File: src/rtl/game_timer_bcd.sv
// ============================================================================
// game_timer_bcd : MineSweeper elapsed-seconds counter, 3-digit BCD, saturating at 999.
// Optional blink output enabled by defining GAME_TIMER_BLINK_EN.
// Revision: 1.0 - initial release
// ============================================================================
`default_nettype none

module game_timer_bcd #(
  parameter int TICKS_PER_SEC = 1000,
  parameter int BLINK_TICKS   = 500
) (
  input  logic        clk,
  input  logic        reset,
  input  logic        tick_1ms,
  input  logic        start,
  input  logic        stop,
  input  logic        clear,
  output logic [11:0] sec_bcd,
  output logic        sec_pulse,
  output logic        running,
  output logic        maxed,
  output logic        blink
);

  localparam int MSW = $clog2(TICKS_PER_SEC);
  localparam logic [MSW-1:0] MS_LAST = MSW'(TICKS_PER_SEC - 1);
  localparam logic [MSW-1:0] MS_ONE  = MSW'(1);

  localparam logic [1:0] S_IDLE  = 2'd0;
  localparam logic [1:0] S_RUN   = 2'd1;
  localparam logic [1:0] S_PAUSE = 2'd2;
  localparam logic [1:0] S_MAX   = 2'd3;

  if (TICKS_PER_SEC < 2 || BLINK_TICKS < 1) begin : g_bad_params
    $error("game_timer_bcd: TICKS_PER_SEC must be >= 2 and BLINK_TICKS >= 1");
  end

  logic [1:0]     state_q, state_d;
  logic [MSW-1:0] ms_q, ms_d;
  logic [11:0]    sec_q, sec_d;
  logic           pulse_q, pulse_d;
  logic           running_q, maxed_q;

  function automatic logic [11:0] bcd_inc(input logic [11:0] v);
    logic [3:0] h, t, o;
    {h, t, o} = v;
    if (o == 4'd9) begin
      o = 4'd0;
      if (t == 4'd9) begin
        t = 4'd0;
        h = h + 4'd1;
      end else begin
        t = t + 4'd1;
      end
    end else begin
      o = o + 4'd1;
    end
    return {h, t, o};
  endfunction

  // clear > stop (RUN only) > start (IDLE/PAUSE only) > tick (RUN only)
  always_comb begin
    state_d = state_q;
    ms_d    = ms_q;
    sec_d   = sec_q;
    pulse_d = 1'b0;
    if (clear) begin
      state_d = S_IDLE;
      ms_d    = '0;
      sec_d   = '0;
    end else if (stop && state_q == S_RUN) begin
      state_d = S_PAUSE;
    end else if (start && (state_q == S_IDLE || state_q == S_PAUSE)) begin
      state_d = S_RUN;
    end else if (tick_1ms && state_q == S_RUN) begin
      if (ms_q == MS_LAST) begin
        ms_d    = '0;
        sec_d   = bcd_inc(sec_q);
        pulse_d = 1'b1;
        if (sec_d == 12'h999) begin
          state_d = S_MAX;
        end
      end else begin
        ms_d = ms_q + MS_ONE;
      end
    end
  end

  always_ff @(posedge clk) begin
    if (reset) begin
      state_q   <= S_IDLE;
      ms_q      <= '0;
      sec_q     <= '0;
      pulse_q   <= 1'b0;
      running_q <= 1'b0;
      maxed_q   <= 1'b0;
    end else begin
      state_q   <= state_d;
      ms_q      <= ms_d;
      sec_q     <= sec_d;
      pulse_q   <= pulse_d;
      running_q <= (state_d == S_RUN);
      maxed_q   <= (state_d == S_MAX);
    end
  end

`ifdef GAME_TIMER_BLINK_EN
  localparam int BW = (BLINK_TICKS > 1) ? $clog2(BLINK_TICKS) : 1;
  localparam logic [BW-1:0] B_LAST = BW'(BLINK_TICKS - 1);
  localparam logic [BW-1:0] B_ONE  = BW'(1);

  logic [BW-1:0] bcnt_q, bcnt_d;
  logic          blink_q, blink_d;

  // Phase restarts on every entry into a hold state; the entry-cycle tick is not counted.
  always_comb begin
    bcnt_d  = bcnt_q;
    blink_d = blink_q;
    if (!(state_d == S_PAUSE || state_d == S_MAX) || state_d != state_q) begin
      bcnt_d  = '0;
      blink_d = 1'b0;
    end else if (tick_1ms) begin
      if (bcnt_q == B_LAST) begin
        bcnt_d  = '0;
        blink_d = ~blink_q;
      end else begin
        bcnt_d = bcnt_q + B_ONE;
      end
    end
  end

  always_ff @(posedge clk) begin
    if (reset) begin
      bcnt_q  <= '0;
      blink_q <= 1'b0;
    end else begin
      bcnt_q  <= bcnt_d;
      blink_q <= blink_d;
    end
  end

  assign blink = blink_q;
`else
  assign blink = 1'b0;
`endif

  assign sec_bcd   = sec_q;
  assign sec_pulse = pulse_q;
  assign running   = running_q;
  assign maxed     = maxed_q;

endmodule

`default_nettype wire

File: config.mk
export PLATFORM = sky130hd
export DESIGN_NAME = game_timer_bcd
export DESIGN_NICKNAME = d
export VERILOG_FILES = /design/src/rtl/game_timer_bcd.sv
export SDC_FILE = /design/constraint.sdc
export NUM_CORES = 1
export LEC_CHECK = 0
export CORE_ASPECT_RATIO = 1.4
export CORE_UTILIZATION = 40
export DETAILED_ROUTE_END_ITERATION = 16
export GPL_TIMING_DRIVEN = 0
export SETUP_SLACK_MARGIN = 0.4
export SYNTH_ARGS = -nofsm -noshare
export SYNTH_HDL_FRONTEND = slang
export SYNTH_SLANG_ARGS = --single-unit
File: constraint.sdc
create_clock -name clk -period 2.5 [get_ports clk]
set_input_delay 0.5 -clock clk [delete_from_list [all_inputs] [get_ports clk]]
set_output_delay 0.5 -clock clk [all_outputs]
set_load 0.05 [all_outputs]
# Yosys cells after proc, flatten, opt, wreduce, memory -nomap -nowiden

Cells that the tools add are included.

Latch bits: 0
Flip-flop bits (word level): 27
Output and inout bits: 16
Memories: 0
Memory bits (writable): 0
Input bits: 6
Bits in read-only memories: 0
Word-level logic and storage cells: 58

Div/mod/pow operators: 0
Shift-type cells: 0
Multiply operators: 0
Order comparisons: 0
Equal/unequal tests: 8
Muxes and demuxes: 28
Reduce and logical (&&, ||, !) cells: 9
$add $sub $neg: 4
Bitwise logic cells: 3

Operator list:

| cell                    | number |
|---|---|
| $mux W4                 | 20 |
| $add A4 B1 Y4 const B   | 3 |
| $eq A12 B12 Y1 const B  | 1 |
| $mux W2                 | 6 |
| $add A10 B1 Y10 const B | 1 |
| $eq A10 B10 Y1 const B  | 1 |
| $mux W10                | 1 |
| $eq A4 B4 Y1 const B    | 2 |
| $reduce_or A5 Y1        | 1 |
| $eq A2 B1 Y1 const B    | 2 |
| $eq A2 B2 Y1 const B    | 2 |
| $reduce_and A4 Y1       | 1 |
| $logic_and A1 B1 Y1     | 3 |
| $not A1 Y1              | 3 |
| $reduce_and A3 Y1       | 1 |
| $logic_not A2 Y1        | 1 |
| $reduce_or A2 Y1        | 1 |
| $logic_or A1 B1 Y1      | 1 |
| $mux W1                 | 1 |

# Longest topological paths before layout

Gate-level depths: netlist of the first run.

Word-level depth: 16
Depth in mapped cells: 7
Depth with buffers taken out: 6

# Least setup slack after synthesis of the first run

Ideal clock, no wire load.

Path kind: register to register
Start point: register sec_q[1], in the netlist sec_bcd[1]
End point: register running_q, in the netlist running
Data required time: 2.384 ns
Data arrival time: 2.067 ns
Clock period less this slack: 2.183 ns
Slack: 0.317 ns
Path buffers: 1
Setup time: 0.116 ns
Stages on the path, launching flop included: 7
Cell sequence: dfxtp_1 > and4bb_2 > and4b_1 > buf_2 > mux2i_1 > or4_1 > and3_1

Cells in the longest elaborated chain, start to end: 15
Elaborated cells between the ends (all ways): 28
Classes of those cells: add/sub: 1; eq/ne: 3; mux: 24

RTL lines:

| item                                                 | line   | source |
|---|---|---|
| start, declared                                      | 40     | `logic [11:0] sec_q, sec_d;` |
| start signal, assigned                               | 93     | `sec_q <= '0;` |
| start signal, assigned                               | 100    | `sec_q <= sec_d;` |
| $add A4 B1 Y4 / $eq A4 B4 Y1 (equally long branches) | 56, 47 |  |
| $mux W4                                              | 47     | `if (o == 4'd9) begin` |
| $mux W4                                              | 76     | `if (ms_q == MS_LAST) begin` |
| $mux W4                                              | 75     | `end else if (tick_1ms && state_q == S_RUN) begin` |
| $mux W4                                              | 73     | `end else if (start && (state_q == S_IDLE \|\| state_q == S_PAUSE)) begin` |
| $mux W4                                              | 71     | `end else if (stop && state_q == S_RUN) begin` |
| $mux W4                                              | 67     | `if (clear) begin` |
| $eq A12 B12 Y1 *                                     | 80     | `if (sec_d == 12'h999) begin` |
| $mux W2 *                                            | 80     |  |
| $mux W2 *                                            | 76     |  |
| $mux W2 *                                            | 75     |  |
| $mux W2 *                                            | 73     |  |
| $mux W2 *                                            | 71     |  |
| $mux W2 *                                            | 67     |  |
| $eq A2 B1 Y1 *                                       | 102    | `running_q <= (state_d == S_RUN);` |
| end signal, assigned                                 | 102    |  |
| end, declared                                        | 42     | `logic running_q, maxed_q;` |

Mark *: on every way between the ends. The rest lies on a longest branch, timed or not. The select of a mux whose other input is x is not followed.
A chain may end at the register's enable or synchronous reset.

# Worst setup path after layout of the first run

Start point: input stop
End point: register ms_q[9]

Cells in the longest elaborated chain, start to end: 3

RTL lines:

| item                               | line | source |
|---|---|---|
| start, declared                    | 16   | `input logic stop,` |
| $logic_and A1 B1 Y1                | 71   |  |
| $not A1 Y1 (no source line)        | -    |  |
| $reduce_and A3 Y1 (no source line) | -    |  |
| end signal, assigned               | 99   | `ms_q <= ms_d;` |
| end, declared                      | 39   | `logic [MSW-1:0] ms_q, ms_d;` |

Every way passes these cells.

==> flow_summary.json, run 1 <==
{
  "status": "completed",
  "worstSetupPathType": "input port to flip-flop",
  "maximum_number_of_pins_on_one_net_before_global_route_repair": 15,
  "ctsHtreeMaxLevel": 1,
  "cellPowerDensity_mw_per_mm2": 425,
  "fillers": 326,
  "setup_slack_of_the_critical_path_after_layout_ps": 483,
  "hold_violations_final": 0,
  "rows": 24,
  "r2r_slack_ps": 490,
  "final_period_minus_worst_setup_slack_ps": 2020,
  "achievable-frequency_mhz": 496,
  "synth-warning-count": 0,
  "power_frac_clock": 0.348,
  "seq_power_share": 0.601,
  "gp_congestion": 0.739,
  "ys_async_rst_share": 0,
  "synth_enable_flop_cells": 0,
  "synth.top_cell.area_share": 0.409,
  "dieArea_mm2": 0.00354,
  "ys_seq_area_frac": 0.409,
  "p_switching_mw": 0.159,
  "postSynthNetCount": 162,
  "worstSkewPairLatency_ps": 270,
  "max_slew.worst_pin.slew_ps": 501,
  "cts_sinks": 27,
  "grt_pass1_vias": 1153,
  "final_common_cell": "dfxtp_1",
  "synth_cell_type_count": 37,
  "avgSynthCellArea_um2": 8.58,
  "maxCapViolCount": 0,
  "dieWidth_um": 50.6,
  "final_util": 0.542,
  "setup_tns_final_ps": 0,
  "kind_of_start_point_of_the_critical_path": "input port",
  "portion_of_the_clock_cycle_consumed_by_the_worst_path_in_the_final_layout": 0.807,
  "starting_utilization_of_the_core_area": 0.423,
  "area_growth_from_synthesis_to_layout_pct": 28.1,
  "pwr-share-comb": 0.051,
  "grt.overflow.total": 0,
  "slew-limit-headroom": 0.666,
  "tritoncts": "yes",
  "yosys_register_bits": 27,
  "grt_util_all_layers": 0.177,
  "arrival_ps": 2220,
  "placeableCoreArea_mm2": 0.00312,
  "setup_repair_after_global_routing_missed_its_margin": "yes",
  "antenna_cells": 0,
  "synth_ff_type": "dfxtp_1",
  "io_buffer_count": 20,
  "dpl_worst_slack_ps": 62.3,
  "hpwl_after_detailed_placement_um": 2170,
  "power_leakage_nw": 0.656,
  "netSwitchingFraction": 0.221,
  "synthesis.area_mm2": 0.00132,
  "route.final.wire_length_um": 2840,
  "clock_tree.buffer_depth": 2,
  "timing.critical_path.fanout_max": 5,
  "cells_after_synth": 154,
  "worst_setup_path_end_kind": "flip-flop",
  "cts.reportedPaths.clkPinSlew_ps": 90,
  "cts_buffers": 3,
  "timing.hold.worst.class": "flip-flop to flip-flop",
  "drtPass1Iterations": 4,
  "vias_after_detailed_routing": 1176,
  "layout_common_cells": "19 x dfxtp_1, 18 x nor2_1, 17 x clkdlybuf4s50_1",
  "timing_max_transition_violations_final": 0,
  "synthDominantAreaCellType": "dfxtp_1",
  "ys_top_cells_by_area": "dfxtp_1 41%, xor2_1 8.6%, nor2_1 5.1%",
  "drive_gt1_frac": 0.156,
  "cts_root_buf": "clkbuf_8",
  "timing.clock.skew_ps": 2.31,
  "io_pins": 22,
  "post_route_ant_nets": 0,
  "critPathRequiredTime_ps": 2700,
  "p_int_mw": 0.561,
  "drt_iter0_markers": 44,
  "fp.dieH_um": 70,
  "grt_antenna_before_repair": 0,
  "avgViaCountPerCell": 5.37,
  "route.detailed.drc": 0,
  "drt-wirelength-per-cell_um": 13.0,
  "design.final.nets": 189,
  "setup_viol_count_final": 0,
  "vdd_ir_drop_max_mv": 0.254,
  "first_pass_grt_wire_length_um": 4890
}
==> worst paths after layout <==
check / from / end / cells past startpoint
worst min-delay path: sec_bcd[9] / sec_bcd[9] / 2
worst max-delay path: stop / ms_q[9] / 6
worst max register to register: ms_q[1] / maxed / 7
worst min register to register: sec_bcd[9] / sec_bcd[9] / 2
==> sequential cells by signal (all words and copies together), names as in the netlist <==
signal     cells
maxed          1
ms_q          10
running        1
sec_bcd       12
sec_pulse      1
state_q        2
==> power groups by stage <==
stage / combinational, mW / clock, mW / sequential (mW)
2_1_floorplan: 0.0175 / 0 / 0.445
3_3_place_gp: 0.0343 / 0 / 0.443
3_5_place_dp: 0.0351 / 0 / 0.443
4_1_cts: 0.0360 / 0.256 / 0.433
5_1_grt: 0.0397 / 0.275 / 0.433
6_report: 0.0368 / 0.250 / 0.432
==> worst max-delay path, stage by stage <==
cell	delay [ps]
clkdlybuf4s50_1	490
and4bb_2	410
and3_1	260
nand2_1	90
or3_1	310
a21oi_1	150
==> per-stage QoR <==
stage / instance area (µm²) / hold slack [ps] / cells / total power, mW
floorplan: 1340 / 447 / 154 / 0.463
global placement: 1580 / 458 / 213 / 0.477
detailed placement: 1580 / 468 / 213 / 0.478
CTS: 1660 / 484 / 218 / 0.725
global route: 1690 / 509 / 219 / 0.748
finish: 1690 / 494 / 219 / 0.719
==> synth_stat cells (3+ instances only) <==
cell / number
nand2_1: 16
and3_1: 4
o21ai_0: 6
nor2_1: 18
xor2_1: 13
a21oi_1: 12
clkbuf_1: 3
nor2b_1: 6
nand3_1: 6
or3_1: 4
nand4_1: 6
dfxtp_1: 27
==> layout make-up <==
type,count,area (µm²),share of cell area
Timing Repair Buffer,22,219,0.129
Multi-Input combinational cell,120,792,0.468
Inverter,1,3.75,0.00222
Sequential cell,27,553,0.327
Buffer,6,31.3,0.0185
Tap cell,39,48.8,0.0288
Clock buffer,4,45.0,0.0266
==> logic make-up (layout without fill, tap and decap cells) <==
family / count (synthesis) / in the layout / synth area share
AO/OA/AOI/OAI: 23 / 23 / 0.100
XOR/XNOR: 14 / 14 / 0.0928
adder cells (fa/ha/maj): 2 / 2 / 0.0189
buffers and inverters: 7 / 33 / 0.0246
flip-flops: 27 / 27 / 0.409
multiplexers: 1 / 1 / 0.00758
other: 1 / 1 / 0.00284
AND/OR/NAND/NOR: 79 / 79 / 0.344
==> per-layer routing <==
| metal | global-route usage | routed length, µm | vias up |
|---|---|---|---|
| met5 | 0 | 0 | - |
| met4 | 0.0648 | 19 | 0 |
| met3 | 0.0261 | 59 | 2 |
| met2 | 0.342 | 1590 | 18 |
| met1 | 0.185 | 1170 | 567 |
| li1 | - | - | 589 |
==> what timing repair did <==
| action | in CTS | in global routing |
|---|---|---|
| hold buffers | 0 | 0 |
| gates resized for setup | 6 | 6 |
| buffers inserted | 1 | 1 |
| pin swaps | 1 | 2 |
| setup endpoints to repair | 6 | 23 |
No activity file was read; power rests on OpenSTA's default activity.
==> run 2: changes to the inputs <==
PLACE_DENSITY = 0.65   (was default)
clock period = 1.8 ns   (was 2.5 ns; I/O delays follow)
==> run 2 against run 1 <==
Effect of this change:
- the flow now finishes with violations (negative setup slack)
- global-route usage is 1.7 points higher
- critical path depth stayed put
- non-clock buffer count is 13 higher
- clock skew is 1.8 ps higher
- hold slack better by 15 ps
- critical path type is now flip-flop to flip-flop
- largest power group unchanged
- highest routed layer unchanged
==> flow_summary.json, run 2 (synthesis results as in run 1) <==
{
  "status": "finished, violations left",
  "violated_checks": "negative setup slack",
  "drt-wirelength-per-cell_um": 13.3,
  "avgViaCountPerCell": 5.34,
  "tritoncts": "yes",
  "worst_setup_path_end_kind": "flip-flop",
  "p_total_mw": 1.02,
  "vdd_ir_drop_max_mv": 0.547,
  "route.final.wire_length_um": 3090,
  "cts_sinks": 27,
  "maxCapViolCount": 0,
  "final_util": 0.595,
  "dpl.cell_count": 213,
  "slew-limit-headroom": 0.666,
  "dieArea_mm2": 0.00354,
  "worstSetupPathType": "flip-flop to flip-flop",
  "worst_path_max_delay_cell": "or4_4",
  "setup_repair_after_global_routing_missed_its_margin": "yes",
  "grt_antenna_before_repair": 0,
  "post_route_ant_nets": 0,
  "drtPass1Iterations": 4,
  "timing.critical_path.cells": "ha_2, xor2_1, nor4b_2, mux2i_4, or4_4, and3_4",
  "max_slew.worst_pin.slew_ps": 494,
  "io_buffer_count": 20,
  "route.detailed.drc": 0,
  "cts_buffers": 3,
  "timing_max_transition_violations_final": 0,
  "area_growth_from_synthesis_to_layout_pct": 40.5,
  "hold_violations_final": 0,
  "clock_tree.buffer_depth": 2,
  "placeableCoreArea_mm2": 0.00312,
  "critPathRequiredTime_ps": 1990,
  "hpwl_after_detailed_placement_um": 2180,
  "vias_after_detailed_routing": 1238,
  "portion_of_the_clock_cycle_consumed_by_the_worst_path_in_the_final_layout": 1.10,
  "rows": 24,
  "io_pins": 22,
  "gp_congestion": 0.727,
  "first_pass_grt_wire_length_um": 5270,
  "worstSkewPairLatency_ps": 280,
  "cts_root_buf": "clkbuf_8",
  "achievable-frequency_mhz": 507,
  "dpl_worst_slack_ps": -545,
  "drt_iter0_markers": 16,
  "cp_slowest_stage_delay_ps": 520,
  "critPathTopFamily": "simple AND/OR/NAND/NOR gates",
  "kind_of_start_point_of_the_critical_path": "flip-flop",
  "antenna_cells": 0,
  "largest_register_ff_count": 12,
  "ctsHtreeMaxLevel": 1,
  "fp.dieH_um": 70,
  "timing.clock.skew_ps": 4.13,
  "layout_common_cells": "16 x nor2_1, 15 x buf_4, 14 x nand2_1, 14 x dfxtp_1, 13 x xor2_1",
  "timing.critical_path.fanout_max": 4,
  "finalNonFillerCells": 232,
  "power_leakage_nw": 0.721,
  "cp_num_buf_inv": 0,
  "grt_util_all_layers": 0.194,
  "timing.hold.worst.class": "flip-flop to flip-flop",
  "starting_utilization_of_the_core_area": 0.423,
  "cts.reportedPaths.clkPinSlew_ps": 100,
  "arrival_ps": 2160,
  "grt.overflow.total": 0,
  "setup_viol_count_final": 13,
  "setup_slack_of_the_critical_path_after_layout_ps": -173,
  "design.final.nets": 202,
  "drive_gt1_frac": 0.415,
  "maximum_number_of_pins_on_one_net_before_global_route_repair": 17,
  "grt_pass1_vias": 1222,
  "final_period_minus_worst_setup_slack_ps": 1970,
  "final_common_cell": "nor2_1",
  "dieWidth_um": 50.6,
  "cellPowerDensity_mw_per_mm2": 547
}
-- run 2: path summary, 6_finish.rpt --
check / slack (ps) / end / start / cells past startpoint
worst min register to register: 510 / sec_bcd[1] / sec_bcd[1] / 2
worst max register to register: -170 / running / sec_bcd[8] / 6
worst min-delay path: 510 / sec_bcd[1] / sec_bcd[1] / 2
worst max-delay path: -170 / running / sec_bcd[8] / 6
-- run 2: layout make-up --
type | count | area (µm²)
Buffer | 6 | 40.0
Clock buffer | 3 | 41.3
Clock inverter | 1 | 7.51
Fill cell | 292 | 1270
Inverter | 1 | 3.75
Multi-Input combinational cell | 120 | 875
Sequential cell | 27 | 572
Tap cell | 39 | 48.8
Timing Repair Buffer | 35 | 269
-- run 2: worst register-to-register path, cell delays in order (launching register included) --
cell     delay [ps]
dfxtp_4         370
ha_2            190
xor2_1          150
nor4b_2         340
mux2i_4         140
or4_4           520
and3_4          180
-- run 2: where the power goes --
part	switching [mW]	total (mW)	internal, mW
Combinational	0.0318	0.0570	0.0252
Sequential	0.00299	0.593	0.590
Clock	0.207	0.365	0.158
-- run 2: timing repair --
action,CTS,global route
endpoints found under the setup margin,41,31
endpoints found under the hold margin,0,0
hold buffers,0,0
gates resized for setup,66,23
setup buffers,9,6
pin swaps,7,6
-- run 2: metal layers --
metal / share of wire / GRT usage
met1: 0.39 / 0.202
met2: 0.56 / 0.360
met3: 0.021 / 0.0327
met4: 0.028 / 0.0957
met5: 0 / 0
-- run 2: metrics by stage --
stage	cell area, µm²	hold WS (ps)	setup TNS [ps]
final	1860	510	-1160
after global routing	1860	526	-2640
after CTS	1800	507	-1090
after detailed placement	1660	482	-8530
after global placement	1660	467	-7850
after floorplan	1410	459	-136
